<file path="config.mk">
export PLATFORM = sky130hd
export DESIGN_NAME = mem_arbiter
export DESIGN_NICKNAME = d
export VERILOG_FILES = /design/src/rtl/mem_arb_pkg.sv /design/src/rtl/arb_pick.sv /design/src/rtl/mem_arbiter.sv
export SDC_FILE = /design/constraint.sdc
export NUM_CORES = 1
export LEC_CHECK = 0
export BUFFER_PORTS_ARGS = -buffer_cell sky130_fd_sc_hd__clkbuf_2
export CORE_ASPECT_RATIO = 1.1
export CORE_MARGIN = 8
export CORE_UTILIZATION = 45
export DETAILED_ROUTE_END_ITERATION = 10
export GPL_TIMING_DRIVEN = 0
export PLACE_DENSITY = 0.79
export SYNTH_ARGS = -nofsm -noshare
export SYNTH_HDL_FRONTEND = slang
export SYNTH_SLANG_ARGS = --single-unit
</file>
<file path="constraint.sdc">
create_clock -name clk -period 2.4 [get_ports clk]
set_clock_uncertainty 0.05 [all_clocks]
set_input_delay 0.24 -clock clk [delete_from_list [all_inputs] [get_ports clk]]
set_output_delay 0.24 -clock clk [all_outputs]
set_load 0.03 [all_outputs]
</file>
<file path="src/rtl/mem_arb_pkg.sv">
// Shared types for the fetch/data memory arbiter: FSM states, requester IDs
// and a counter-width helper.
package mem_arb_pkg;

  typedef enum logic [1:0] {IDLE, ISSUE, WAIT, RESP} arbState_t;

  typedef enum logic {REQ_I = 1'b0, REQ_D = 1'b1} reqId_t;

  // Width of a counter that must hold 0..maxVal (at least one bit).
  function automatic int cntW(input int maxVal);
    return (maxVal < 1) ? 1 : $clog2(maxVal + 1);
  endfunction

endpackage

</file>
<file path="src/rtl/arb_pick.sv">
// Winner selection between fetch and data requesters, with the starvation
// counter that hands the fetch side a guaranteed slot.
module arb_pick
  import mem_arb_pkg::*;
#(
  parameter int STARVE_LIMIT = 3,
  parameter int CW           = cntW(STARVE_LIMIT)
) (
  input  logic clk,
  input  logic rst,
  input  logic iReq,
  input  logic dReq,
  input  logic grant,
  output logic winD
);

  localparam logic [CW-1:0] LIM = CW'(STARVE_LIMIT);

  logic [CW-1:0] starveCnt;

  // Data wins ties unless the fetch has waited through LIM data grants.
  assign winD = dReq && !(iReq && (starveCnt == LIM));

  always_ff @(posedge clk or negedge rst) begin
    if (!rst) begin
      starveCnt <= '0;
    end else if (!iReq) begin
      starveCnt <= '0;
    end else if (grant) begin
      if (!winD)                  starveCnt <= '0;
      else if (starveCnt != LIM)  starveCnt <= starveCnt + CW'(1);
    end
  end

endmodule

</file>
<file path="src/rtl/mem_arbiter.sv">
// Two-requester single-port memory arbiter: latches the winner's request,
// issues one memory strobe, waits for completion (with timeout) and pulses done.
module mem_arbiter
  import mem_arb_pkg::*;
#(
  parameter int ADDR_W       = 16,
  parameter int DATA_W       = 16,
  parameter int STARVE_LIMIT = 3,
  parameter int TIMEOUT      = 15
) (
  input  logic              clk,
  input  logic              rst,
  input  logic              i_req,
  input  logic [ADDR_W-1:0] i_addr,
  output logic              i_done,
  input  logic              d_req,
  input  logic              d_wr,
  input  logic [ADDR_W-1:0] d_addr,
  input  logic [DATA_W-1:0] d_wdata,
  output logic              d_done,
  output logic [DATA_W-1:0] rdata,
  output logic              stall_if,
  output logic              stall_mem,
  output logic              m_en,
  output logic              m_wr,
  output logic [ADDR_W-1:0] m_addr,
  output logic [DATA_W-1:0] m_wdata,
  input  logic [DATA_W-1:0] m_rdata,
  input  logic              m_ready,
  output logic              busy,
  output logic              err
);

  localparam int             TW       = cntW(TIMEOUT);
  localparam logic [TW-1:0]  TMO_LAST = TW'(TIMEOUT - 1);

  arbState_t     state, nxt;
  reqId_t        lWho;
  logic [TW-1:0] tmoCnt;
  logic          grant, winD, tmoHit, errSet;

  arb_pick #(.STARVE_LIMIT(STARVE_LIMIT)) uPick (
    .clk   (clk),
    .rst   (rst),
    .iReq  (i_req),
    .dReq  (d_req),
    .grant (grant),
    .winD  (winD)
  );

  always_comb begin
    nxt    = state;
    grant  = 1'b0;
    tmoHit = (state == WAIT) && !m_ready && (tmoCnt == TMO_LAST);
    case (state)
      IDLE:  if (i_req || d_req) begin
               grant = 1'b1;
               nxt   = ISSUE;
             end
      ISSUE: nxt = WAIT;
      WAIT:  if (m_ready)    nxt = RESP;
             else if (tmoHit) nxt = IDLE;
      RESP:  nxt = IDLE;
      default: nxt = IDLE;
    endcase
    // A completion outside WAIT is a protocol violation; it only flags.
    errSet = (m_ready && (state != WAIT)) || tmoHit;
  end

  always_ff @(posedge clk or negedge rst) begin
    if (!rst) begin
      state   <= IDLE;
      lWho    <= REQ_I;
      m_wr    <= 1'b0;
      m_addr  <= '0;
      m_wdata <= '0;
      tmoCnt  <= '0;
      err     <= 1'b0;
      rdata   <= '0;
    end else begin
      state  <= nxt;
      tmoCnt <= (state == WAIT) ? tmoCnt + TW'(1) : '0;
      if (errSet) err <= 1'b1;
      if (grant) begin
        lWho    <= winD ? REQ_D : REQ_I;
        m_wr    <= winD ? d_wr : 1'b0;
        m_addr  <= winD ? d_addr : i_addr;
        m_wdata <= winD ? d_wdata : '0;
      end
      if ((state == WAIT) && m_ready && !m_wr) rdata <= m_rdata;
    end
  end

  assign m_en      = (state == ISSUE);
  assign busy      = (state != IDLE);
  assign i_done    = (state == RESP) && (lWho == REQ_I);
  assign d_done    = (state == RESP) && (lWho == REQ_D);
  assign stall_if  = i_req & ~i_done;
  assign stall_mem = d_req & ~d_done;

endmodule

</file>
Word-level counts from Yosys, hierarchy flattened
Cells that the tools add are included.
{"block": "totals", "reg_bits": 59, "in_bits": 70, "output_inout_bits": 56}
{"block": "classes", "add_sub_neg": 2, "eq_ne": 11, "n_mux": 15, "bitwise": 5, "n_reduce_logical": 18}
{"cell": "$mux W16", "n": 2}
{"cell": "$mux W2", "n": 7}
{"cell": "$logic_and A1 B1 Y1", "n": 9}
{"cell": "$pmux W2 S4", "n": 1}
{"cell": "$eq A2 B2 Y1 const B", "n": 3}
{"cell": "$ne A2 B2 Y1 const B", "n": 3}
{"cell": "$add A4 B1 Y4 const B", "n": 1}
{"cell": "$eq A4 B4 Y1 const B", "n": 1}
{"cell": "$mux W1", "n": 4}
{"cell": "$mux W4", "n": 1}
{"cell": "$reduce_and A2 Y1", "n": 2}
{"cell": "$logic_not A1 Y1", "n": 3}
{"cell": "$ne A3 B2 Y1 const B", "n": 1}
{"cell": "$ne A3 B3 Y1 const B", "n": 1}
{"cell": "$not A1 Y1", "n": 3}
{"cell": "$add A2 B1 Y2 const B", "n": 1}
{"cell": "$and A1 B1 Y1", "n": 2}
{"cell": "$eq A2 B1 Y1 const B", "n": 1}
{"cell": "$logic_not A2 Y1", "n": 1}
{"cell": "$logic_or A1 B1 Y1", "n": 2}
{"cell": "$ne A2 B1 Y1 const B", "n": 1}
{"cell": "$reduce_bool A2 Y1", "n": 1}

Depth between registers and ports, before layout
Gate-level depths: netlist of the first run.
{"block": "depth", "depth_word": 7, "ltp_mapped": 6}

By module
A second synthesis of the first run with hierarchy kept.
{"block": "hier_totals", "hier_cells": 230, "hier_area_um2": 2611.3}
{"mod": "mem_arbiter", "instances": 1, "cells_each": 220, "area_per_inst_um2": 2491.1, "seq_area_each_um2": 1426.4}
{"mod": "arb_pick", "instances": 1, "cells_each": 10, "area_per_inst_um2": 120.1, "seq_area_each_um2": 50.0}

Worst setup path before layout of the first run
OpenSTA, ideal clock, no wires.
{"block": "synth_path", "path_type": "register to register", "startpoint": "register state[0]", "endpoint": "register rdata[0]", "setup_ns": 0.125, "t_arrival_ns": 1.554, "required_ns": 2.225, "setup_slack_ns": 0.671, "path_stages_with_launch": 7, "n_path_buf": 3, "period_less_slack_ns": 1.729, "path_cell_list": "dfrtp_1 buf_6 nand2b_4 buf_6 nor3b_4 buf_12 mux2_4"}
{"block": "synth_via", "elab_chain_cells": 3}
{"element": "from (decl)", "line_no": "mem_arbiter.sv:37", "rtl": "arbState_t state, nxt;"}
{"element": "from (signal assigned)", "line_no": "mem_arbiter.sv:81", "rtl": "state <= nxt;"}
{"element": "$eq A2 B2 Y1", "line_no": "mem_arbiter.sv:90", "rtl": "if ((state == WAIT) && m_ready && !m_wr) rdata <= m_rdata;"}
{"element": "$logic_and A1 B1 Y1 (2 in series)", "line_no": "mem_arbiter.sv:90"}
{"element": "to (signal assigned)", "line_no": "mem_arbiter.sv:90"}
{"element": "to (decl)", "line_no": "mem_arbiter.sv:21", "rtl": "output logic [DATA_W-1:0] rdata,"}
Every way passes these cells.
A chain may end at the register's enable or synchronous reset.

Worst setup path after layout of the first run
{"block": "layout_path", "startpoint": "register state[1]", "endpoint": "output port busy"}
{"block": "layout_via", "elab_chain_cells": 1}
{"element": "$reduce_bool A2 Y1", "line_no": "mem_arbiter.sv:95", "rtl": "assign busy = (state != IDLE);"}
{"element": "to (decl)", "line_no": "mem_arbiter.sv:30", "rtl": "output logic busy,"}
Every way passes these cells.

==> flow_metrics.env, run 1 <==
export IMPL_status="finished with violations"
export IMPL_violations="negative hold slack"
export IMPL_min_path_type="in -> async"
export IMPL_grt_start_max_net_pins=60
export IMPL_drive_gt1_share_pct=48.16
export IMPL_clk_latency_ns=0.32
export IMPL_dpl_cell_count=413
export IMPL_fin_cells=428
export IMPL_postCtsSetupBuffers=0
export IMPL_avgSynthCellArea_sq_um=11.90
export IMPL_vias=2103
export IMPL_fin_nets=422
export IMPL_fmax_mhz=494.1
export IMPL_grt_pass1_vias=2135
export IMPL_setup_violations_final=0
export IMPL_hold_violations=34
export IMPL_grt_overflow_total=0
export IMPL_fillCellCount=471
export IMPL_power_density_nw_per_um2=1460
export IMPL_root_buffer="clkbuf_8"
export IMPL_p_leak_nw=1.800
export IMPL_h_tree_depth=3
export IMPL_path_max_fanout=10
export IMPL_synth_cells=213
export IMPL_dieHeight_microns=94.72
export IMPL_drt_initial_drc_count=71
export IMPL_cts_buffers=9
export IMPL_synthesis_nets=286
export IMPL_cp_start_kind="flop"
export IMPL_rsz0062_at_grt="no"
export IMPL_cp_arrival_ns=1.73
export IMPL_wl_per_cell_microns=15.35
export IMPL_fin_util_pct=63.96
export IMPL_drc=0
export IMPL_track_usage_pct=15.86
export IMPL_synth_yosys_warnings=0
export IMPL_finalCriticalPeriod_ns=2.024
export IMPL_cts_buffer_depth=2
export IMPL_die_w_microns=87.56
export IMPL_core_sq_um=5395
export IMPL_worstSetupEndpointType="primary output"
export IMPL_synth_largest_area_cell="dfrtp_1"
export IMPL_max_slew_margin_pct=47.31
export IMPL_dpl_hpwl_microns=4976
export IMPL_grt_pass1_wl_microns=10320
export IMPL_antennaDiodeCount=0
export IMPL_worstSetupPathType="reg -> out"
export IMPL_ant_nets=0
export IMPL_start_util_pct=46.99
export IMPL_port_buffers=125
export IMPL_gp_congestion=0.7342
export IMPL_synthTopCellsByArea="dfrtp_1, mux2_4, a22o_1, nand2_1, a31oi_1"
export IMPL_cts_sinks=59
export IMPL_drt_pre_antenna_iters=4
export IMPL_cts_resized=0
export IMPL_final_common_cell="clkbuf_2"
export IMPL_tritoncts="yes"
export IMPL_finalCritPeriodShare_pct=84.32
export IMPL_synth_area_sq_um=2535
export IMPL_synth_top_area_share_pct=58.24
export IMPL_ir_worst_vdd_mv=0.7238
export IMPL_clk_pin_slew_ns=0.06
export IMPL_power_mw=5.040
export IMPL_antenna_found_initial=0
export IMPL_rows=28
export IMPL_area_growth_pct=36.13
export IMPL_holdWs_ns=-0.01141
export IMPL_crit_required_ns=2.11
export IMPL_worst_pin_slew_ns=0.7904
export IMPL_ys_seq_elements=59
export IMPL_layout_common_cells="clkbuf_2, dfrtp_1, nand2_1"
export IMPL_viasPerCell=4.914
export IMPL_maxCapViolations=0
export IMPL_ys_types=34
export IMPL_routed_wl_microns=6568
export IMPL_die_area_sq_um=8293
export IMPL_tns_ns=0
export IMPL_yosysSeqAreaShare_pct=58.24
export IMPL_maxSlewViolCount=0
export IMPL_io_pins=126
export IMPL_hold_buffers=0
-- through the flow --
| step | setup WS (ns) | area (sq um) |
|---|---|---|
| 2_1_floorplan | 0.6708 | 2535 |
| 3_3_place_gp | 0.5627 | 3254 |
| 3_5_place_dp | 0.5252 | 3257 |
| 4_1_cts | 0.3549 | 3451 |
| 5_1_grt | 0.2510 | 3451 |
| 6_report | 0.3763 | 3451 |
-- report_power, final --
group / internal, mW / switching [mW] / total [mW]
Combinational: 0.889 / 1.60 / 2.48
Sequential: 1.43 / 0.237 / 1.67
Clock: 0.530 / 0.354 / 0.884
Total: 2.85 / 2.19 / 5.04
-- cells by family after synthesis --
logic type               after synthesis  synth area share (%)
AND/OR/NAND/NOR                       56                 10.91
AO/OA/AOI/OAI                         58                 15.30
buffers and inverters                 18                 4.393
XOR/XNOR                               2                0.6911
flip-flops                            59                 58.24
multiplexers                          17                 8.983
adder cells (fa/ha/maj)                3                 1.481
-- layer usage --
layer / up-vias / share of wire (%) / global-route usage (%)
met1: 985 / 42 / 19.33
met3: 12 / 7.9 / 4.952
met4: 0 / 1.4 / 5.739
met2: 78 / 49 / 25.79
li1: 1028 / - / -
met5: - / 0 / 0
-- cell usage after synthesis --
master	count
dfrtp_1	59
nand2_1	34
a21oi_1	19
a22o_1	17
a31oi_1	16
mux2_4	10
nor2_1	8
buf_2	7
mux2_2	6
clkbuf_1	3
ha_1	3
inv_1	3
o21ai_0	3
buf_6	2
nand2b_1	2
nand3_1	2
nor2b_1	2
a21bo_1	1
a21boi_2	1
a21o_1	1
and2_1	1
and3_1	1
buf_1	1
buf_12	1
buf_4	1
mux2i_1	1
nand2b_4	1
nand3b_1	1
nand4b_1	1
nor3_4	1
nor3b_4	1
or2_2	1
xnor2_1	1
xor2_1	1
-- worst max-delay path, cell delays in order (launching register included) --
cell	delay [ns]
dfrtp_1	0.35
buf_4	0.17
nor2_1	0.16
buf_2	0.25
buf_2	0.25
inv_1	0.05
clkbuf_2	0.18
-- sequential cells by signal, indices dropped and copies added, names as in the netlist --
| register | count |
|---|---|
| m_wr | 1 |
| state | 2 |
| m_addr | 16 |
| uPick.starveCnt | 2 |
| tmoCnt | 4 |
| m_wdata | 16 |
| err | 1 |
| lWho | 1 |
| rdata | 16 |
-- area by class of cell --
class | count | area [sq um] | share of cell area, %
plain buffers | 15 | 100.1 | 2.901
flip-flops and latches | 59 | 1476 | 42.78
clock inverters | 2 | 35.03 | 1.015
inverters | 3 | 11.26 | 0.3263
well taps | 75 | 93.84 | 2.719
multi-input cells | 136 | 947.2 | 27.45
clock buffers | 13 | 158.9 | 4.605
repair buffers | 125 | 628.1 | 18.20
-- path summary, 6_finish.rpt --
path	startpoint	to	slack (ns)	cells after the start
hold reg to reg	tmoCnt[0]	tmoCnt[0]	0.44	1
setup / recovery	state[1]	busy	0.38	6
hold / removal	rst	rdata[2]	-0.01	1
max in group asynchronous	rst	m_addr[2]	1.80	1
min in group clk	d_wdata[7]	m_wdata[7]	0.09	2
setup reg to reg	uPick.starveCnt[0]	m_addr[9]	0.53	5
(Power assumes the default switching activity.)
==> run 2: changes to the inputs <==
clock period = 2.05 ns   (was 2.4 ns; I/O delays follow)
==> run 2 against run 1 <==
Effect of this change: the flow now finishes without violations; worst hold slack better by 0.063 ns; clock-buffer cell count unchanged; total power up 17%; sequential share of layout area down 0.093 points; final cell count unchanged; sequential power up 17%; wire length up 0.32%.
==> flow_metrics.env, run 2 (synthesis gave the netlist of run 1 again) <==
export IMPL_status="finished, final reports clean"
export IMPL_dpl_cell_count=413
export IMPL_reg2reg_depth=5
export IMPL_worst_pin_slew_ns=0.7922
export IMPL_setup_violations_final=0
export IMPL_fin_cells=428
export IMPL_tritoncts="yes"
export IMPL_placed_area_sq_um=3257
export IMPL_start_util_pct=46.99
export IMPL_worstSetupEndpointType="flop"
export IMPL_fin_nets=422
export IMPL_routed_wl_microns=6589
export IMPL_min_path_cells=2
export IMPL_p_leak_nw=1.800
export IMPL_finalCriticalPeriod_ns=1.860
export IMPL_grt_pass1_vias=2151
export IMPL_grt_start_max_net_pins=60
export IMPL_finalCritPeriodShare_pct=90.72
export IMPL_crit_required_ns=2.24
export IMPL_dpl_hpwl_microns=4976
export IMPL_ff2ff_setup_slack_ns=0.19
export IMPL_power_mw=5.898
export IMPL_layout_common_cells="clkbuf_2, dfrtp_1, nand2_1"
export IMPL_cts_buffer_depth=2
export IMPL_clk_pin_slew_ns=0.06
export IMPL_min_from="d_wdata[7]"
export IMPL_worstSetupPathType="reg -> reg"
export IMPL_drc=0
export IMPL_cts_buffers=9
export IMPL_die_area_sq_um=8293
export IMPL_setup_ws_ns=0.1903
export IMPL_clk_latency_ns=0.32
export IMPL_holdWs_ns=0.05163
export IMPL_r2r_start="uPick.starveCnt[0]"
export IMPL_max_slew_margin_pct=47.18
export IMPL_core_sq_um=5395
export IMPL_port_buffers=125
export IMPL_root_buffer="clkbuf_8"
export IMPL_cp_start_kind="flop"
export IMPL_postCtsSetupBuffers=0
export IMPL_h_tree_depth=3
export IMPL_whs_endpoint="m_wdata[7]"
export IMPL_top_regs="m_addr (16), m_wdata (16), rdata (16)"
export IMPL_antennaDiodeCount=0
export IMPL_r2r_end="m_addr[9]"
export IMPL_viasPerCell=4.890
export IMPL_final_common_cell="clkbuf_2"
export IMPL_cp_arrival_ns=2.05
export IMPL_cts_sinks=59
export IMPL_vias=2093
export IMPL_min_path_type="in -> reg"
export IMPL_area_growth_pct=36.43
export IMPL_drt_initial_drc_count=65
export IMPL_maxCapViolations=0
export IMPL_rsz0062_at_grt="no"
export IMPL_drt_pre_antenna_iters=4
export IMPL_rows=28
export IMPL_power_density_nw_per_um2=1706
export IMPL_ir_worst_vdd_mv=0.8889
export IMPL_dieHeight_microns=94.72
export IMPL_stdcell_area_sq_um=3458
export IMPL_wl_per_cell_microns=15.39
export IMPL_preCtsSetupSlack_ns=0.1752
export IMPL_io_pins=126
export IMPL_drive_gt1_share_pct=47.88
export IMPL_gp_congestion=0.7342
export IMPL_fmax_mhz=537.7
export IMPL_antenna_found_initial=0
export IMPL_track_usage_pct=15.93
export IMPL_path_max_fanout=10
export IMPL_fin_util_pct=64.10
export IMPL_grt_overflow_total=0
export IMPL_tns_ns=0
export IMPL_maxSlewViolCount=0
export IMPL_ant_nets=0
export IMPL_hold_violations=0
export IMPL_grt_pass1_wl_microns=10380
export IMPL_die_w_microns=87.56
[run 2: changes by cell type in the layout (fill, tap and decap cells not counted), sizes merged]
cell         before  now
buf              12   10
clkbuf          141  142
dlygate4sd3       0    1
[run 2: cell type report]
class	instances	area (sq um)
fillers	471	1937
clock inverters	2	35.03
inverters	3	11.26
plain buffers	14	97.59
clock buffers	13	158.9
well taps	75	93.84
multi-input cells	136	947.2
repair buffers	126	638.1
flip-flops and latches	59	1476
[run 2: worst max-delay path by stage]
| stage | slack (ns) | cells past startpoint | from | end |
|---|---|---|---|---|
| after detailed placement | 0.18 | 5 | uPick.starveCnt[0] | m_addr[9] |
| after global routing | 0.06 | 5 | uPick.starveCnt[0] | m_addr[12] |
| after CTS | 0.04 | 6 | state[1] | busy |
| after global placement | 0.21 | 5 | uPick.starveCnt[0] | m_addr[7] |
| after floorplan | 0.32 | 6 | state[0] | rdata[0] |
| final | 0.19 | 5 | uPick.starveCnt[0] | m_addr[9] |
[run 2: metal layers]
layer | GRT usage (%) | part of all wire [%]
met3 | 4.952 | 7.8
met4 | 5.739 | 1.1
met2 | 25.98 | 49
met1 | 19.38 | 42
met5 | 0 | 0
[run 2: where the power goes]
group / leakage [nW] / internal (mW) / total (mW) / switching, mW
registers: 0.713 / 1.68 / 1.96 / 0.278
clock network: 0.0995 / 0.620 / 1.04 / 0.415
logic: 0.987 / 1.04 / 2.91 / 1.87
total: 1.80 / 3.34 / 5.90 / 2.56
[run 2: what timing repair did]
action,CTS,global route
setup endpoints to repair,0,1
hold buffers,1,0
gates resized for setup,0,1
hold endpoints to repair,59,0
[run 2: critical path: stages (launching register included)]
cell and delay [ns]:
dfrtp_1 0.40, ha_1 0.24, a21boi_2 0.39, clkbuf_1 0.42, nand2_1 0.10, a31oi_1 0.19
